--- config.mk ---
export PLATFORM = sky130hd
export DESIGN_NAME = xain_audio_i2s
export DESIGN_NICKNAME = d
export VERILOG_FILES = /design/src/rtl/xain_audio_i2s.sv
export SDC_FILE = /design/constraint.sdc
export NUM_CORES = 1
export LEC_CHECK = 0
export BUFFER_PORTS_ARGS = -buffer_cell sky130_fd_sc_hd__buf_2
export CORE_MARGIN = 10
export CORE_UTILIZATION = 30
export DETAILED_ROUTE_END_ITERATION = 7
export MAX_ROUTING_LAYER = met4
export PLACE_DENSITY = 0.48
export SYNTH_ARGS = -nofsm -noshare
export SYNTH_HDL_FRONTEND = slang
export SYNTH_SLANG_ARGS = --single-unit
--- constraint.sdc ---
create_clock -name clk -period 6.7 [get_ports clk]
set_clock_uncertainty 0.2 [all_clocks]
set_input_delay 0.67 -clock clk [delete_from_list [all_inputs] [get_ports clk]]
set_output_delay 0.67 -clock clk [all_outputs]
set_load 0.01 [all_outputs]
--- src/rtl/xain_audio_i2s.sv ---
// xain_audio_i2s: mixes/routes two signed 16-bit sources, attenuates with saturation,
// and serializes them as a Philips I2S stream with internally divided SCLK/LRCK.
module xain_audio_i2s #(
    parameter int SCLK_HALF_DIV = 8,
    parameter int STEREO        = 0
) (
    input  logic        clk,
    input  logic        RSTn,
    input  logic [15:0] snd1,
    input  logic [15:0] snd2,
    input  logic [1:0]  atten,
    input  logic        mute,
    output logic        i2s_sclk,
    output logic        i2s_lrck,
    output logic        i2s_dat,
    output logic        frame_strobe
);
    logic [7:0]         half_cnt_q, half_cnt_d;
    logic [5:0]         bit_cnt_q, bit_cnt_d;
    logic               sclk_q, sclk_d, lrck_q, lrck_d, dat_q, dat_d, strobe_q, strobe_d;
    logic [15:0]        wl_q, wl_d, wr_q, wr_d;
    logic               wrap, fall, latch;
    logic [4:0]         pos;
    logic [3:0]         idx;
    logic [15:0]        word, mono, mix_l, mix_r;
    logic signed [16:0] sum, shr;
    logic signed [15:0] sh1, sh2;

    always_comb begin
        sum   = {snd1[15], snd1} + {snd2[15], snd2};
        shr   = sum >>> atten;
        sh1   = $signed(snd1) >>> atten;
        sh2   = $signed(snd2) >>> atten;
        mono  = (shr[16] != shr[15]) ? (shr[16] ? 16'h8000 : 16'h7fff) : shr[15:0];
        mix_l = mute ? 16'h0000 : (STEREO != 0 ? sh1 : mono);
        mix_r = mute ? 16'h0000 : (STEREO != 0 ? sh2 : mono);
    end

    always_comb begin
        wrap       = half_cnt_q == 8'(SCLK_HALF_DIV - 1);
        half_cnt_d = wrap ? 8'd0 : half_cnt_q + 8'd1;
        sclk_d     = sclk_q ^ wrap;
        fall       = wrap & sclk_q;
        latch      = fall & (bit_cnt_q == 6'd63);
        bit_cnt_d  = bit_cnt_q + {5'd0, fall};
        pos        = bit_cnt_d[4:0];
        // 16-p modulo 16 selects the MSB at p=1 down to the LSB at p=16
        idx        = 4'd0 - pos[3:0];
        word       = bit_cnt_d[5] ? wr_q : wl_q;
        lrck_d     = fall ? bit_cnt_d[5] : lrck_q;
        dat_d      = fall ? (pos != 5'd0 && pos <= 5'd16 && word[idx]) : dat_q;
        strobe_d   = latch;
        wl_d       = latch ? mix_l : wl_q;
        wr_d       = latch ? mix_r : wr_q;
    end

    always_ff @(posedge clk) begin
        if (!RSTn) begin
            half_cnt_q <= '0;
            bit_cnt_q  <= '0;
            sclk_q     <= 1'b0;
            lrck_q     <= 1'b0;
            dat_q      <= 1'b0;
            strobe_q   <= 1'b0;
            wl_q       <= '0;
            wr_q       <= '0;
        end else begin
            half_cnt_q <= half_cnt_d;
            bit_cnt_q  <= bit_cnt_d;
            sclk_q     <= sclk_d;
            lrck_q     <= lrck_d;
            dat_q      <= dat_d;
            strobe_q   <= strobe_d;
            wl_q       <= wl_d;
            wr_q       <= wr_d;
        end
    end

    assign i2s_sclk     = sclk_q;
    assign i2s_lrck     = lrck_q;
    assign i2s_dat      = dat_q;
    assign frame_strobe = strobe_q;
endmodule

==> metrics.txt <==
status complete, no violations; Crit Path Category reg2reg; cts hold-fix bufs 0; routability cong. 0.7691; Post-Syn Instances 323; Fin Setup TNS 0 ns; final worst path period share 60.41%; RSZ-0062 raised after global routing no; fin cells 466; I/O pin cnt 41; 1st-pass router iterations 4; CTS Buf Count 5; vias in the first global route 2499; initial core utilization 31.11%; H-tree depth 2; routed wl met3 218 um; WL met2 2.768 mm; core area 0.008763 mm2; CP arrival 4.01 ns; pre-CTS setup slack 2.632 ns; Die H 115.3 um; number of flops mapped to enable cells by yosys 0; Post-Syn Nets 382; Congestion Overflow GR 0; Nets 417; Static Leak 1.287 nW; DR DRC count 0; final hold slack 0.2451 ns; part of the Yosys area used for sequential elements 24.97%; area delta synth->final 13.49%; worst rel slew slack 43.47%; Die ar. 0.01330 mm2; Hold Fails Final Rpt 0; antenna fix cells 0; vias post-DR 2446; first-pass GRT wire length 11.17 mm; worst slew pin tran 0.8243 ns; maximum VDD drop 56.48 uV; Final Setup Violations 0; synthesized area 0.002726 mm2; vias per inst 5.249; drt total wl 6.316 mm; crit end category flip-flop; crit-path max FO 6; Main synth FF type dfxtp_1; clock latency at the later pin of the worst-skew pair 0.28 ns; Routed Antenna Nets 0; fmax 247.0 MHz; # rows 34; Tmin final 4.048 ns; CTS sink count 34; initial antenna violation count 0; share of layout cells above drive strength 1 18.44%; Synth async-reset ratio 0%; Required @ worst endpoint 6.66 ns; clk buf depth 2; Startpoint Class flip-flop; postcts setup bufs 0; Hold WC Path Type reg2reg; Cell Count Post-Placement 459; top routing layer in use met4; Synth Register Bits 34; clock-pin slew on the worst setup and hold paths 0.07 ns; wire length on met1 3.236 mm; Syn Area/Cell 8.441 um2; largest net degree at the start of global routing 21; Slew Limit Fails 0; die outline width 115.3 um; DRT iter0 DRCs 101; Detail Placement HPWL 5.072 mm; fin worst setup slack 2.652 ns; TritonCTS clock tree built; Synth cell types 58; routed len/inst 13.55 um; maxcap violations 0; I/O Buffers 40; Ys Warns 0; post-CTS sizing 0; pwr dens 166.1 mW/mm2; Global Route Usage Sum 10.13%; Root Driver clkbuf_8
==> Yosys cell counts, drive strengths merged (3+ instances only) <==
library cell | number | area share, %
nor2 | 35 | 4.8
dfxtp | 34 | 25
a21oi | 30 | 5.8
nand2 | 29 | 4.1
ha | 21 | 9.6
xor2 | 17 | 5.5
o21ai | 14 | 3.0
nand3 | 13 | 2.4
xnor2 | 11 | 3.8
clkbuf | 9 | 1.2
a211oi | 8 | 2.2
a21o | 8 | 2.2
and2 | 7 | 1.6
inv | 7 | 0.96
mux2i | 7 | 2.6
o211ai | 7 | 2.1
mux4 | 6 | 5.0
a21boi | 5 | 1.8
a311oi | 5 | 1.6
and3 | 5 | 1.1
a2111oi | 4 | 1.3
a31oi | 4 | 0.92
buf | 4 | 0.78
mux2 | 3 | 1.2
==> registers in the layout, summed over array words and instances (netlist names) <==
register      cells
i2s_sclk          1
i2s_lrck          1
i2s_dat           1
wl_q             16
half_cnt_q        8
frame_strobe      1
bit_cnt_q         6
==> layout make-up <==
class	count	area (um2)
clock inverter	1	7.507
fill	946	5669
sequential	34	680.7
tap	108	135.1
inverter	8	30.03
timing repair buffer	41	207.7
multi-input combinational	268	1961
clock buffer	6	72.57
==> critical path, cell delays in order (launching register included) <==
cell and delay, ns:
dfxtp_1 0.34, or4_1 0.52, nor3_1 0.20, ha_1 0.30, ha_1 0.27, ha_1 0.17
inv_1 0.07, ha_1 0.25, xnor2_1 0.42, mux4_2 0.55, mux4_2 0.47, nand3_1 0.10
a21oi_1 0.06
==> layout by cell type, fill, tap and decap left out, types with 6 or more instances in the layout <==
master and instances:
o21ai_0 9, xor2_1 17, a21o_1 8, mux2i_1 7, a21oi_1 28, a211oi_1 8, buf_2 40, ha_1 21
xnor2_1 10, inv_1 7, dfxtp_1 34, nand2_1 28, and2_1 7, nor2_1 35, mux4_2 6, nand3_1 13
o211ai_1 6
==> power by group <==
part           internal [W]  switching [W]  total (W)
sequential         0.000204     0.00000128   0.000205
combinational     0.0000706      0.0000957   0.000166
clock             0.0000712      0.0000713   0.000143
==> cells by family (layout without fill, tap and decap cells) <==
kind of cell,after synthesis,in the layout,share of synthesized area (%)
flip-flops,34,34,24.97
multiplexers,16,16,8.766
AND/OR/NAND/NOR,103,103,17.49
adder cells (fa/ha/maj),22,22,10.37
AO/OA/AOI/OAI,99,99,26.02
XOR/XNOR,28,28,9.270
buffers and inverters,21,56,3.121
==> per-stage QoR <==
| step | instance area (um2) | util, % | power [W] |
|---|---|---|---|
| 2_1_floorplan | 2726 | - | 0.0003380 |
| 3_3_place_gp | 3014 | 34.39 | 0.0003761 |
| 3_5_place_dp | 3014 | 34.39 | 0.0003757 |
| 4_1_cts | 3094 | 35.31 | 0.0005198 |
| 5_1_grt | 3094 | 35.31 | 0.0005501 |
| 6_report | 3094 | 35.31 | 0.0005138 |
==> path summary, 6_finish.rpt <==
kind	from	endpoint	slack [ns]	cells after the start
hold reg to reg	wl_q[6]$_SDFFE_PN0P_	wl_q[6]$_SDFFE_PN0P_	0.25	2
hold / removal	wl_q[6]$_SDFFE_PN0P_	wl_q[6]$_SDFFE_PN0P_	0.25	2
setup / recovery	half_cnt_q[3]$_SDFF_PP0_	i2s_dat$_SDFFE_PN0P_	2.65	12
setup reg to reg	half_cnt_q[3]$_SDFF_PP0_	i2s_dat$_SDFFE_PN0P_	2.65	12
==> routing by layer <==
| metal | track usage (%) | vias up |
|---|---|---|
| li1 | - | 1269 |
| met1 | 13.21 | 1117 |
| met2 | 15.39 | 52 |
| met3 | 2.188 | 8 |
| met4 | 2.805 | 0 |
| met5 | - | - |
(Power assumes the default switching activity.)
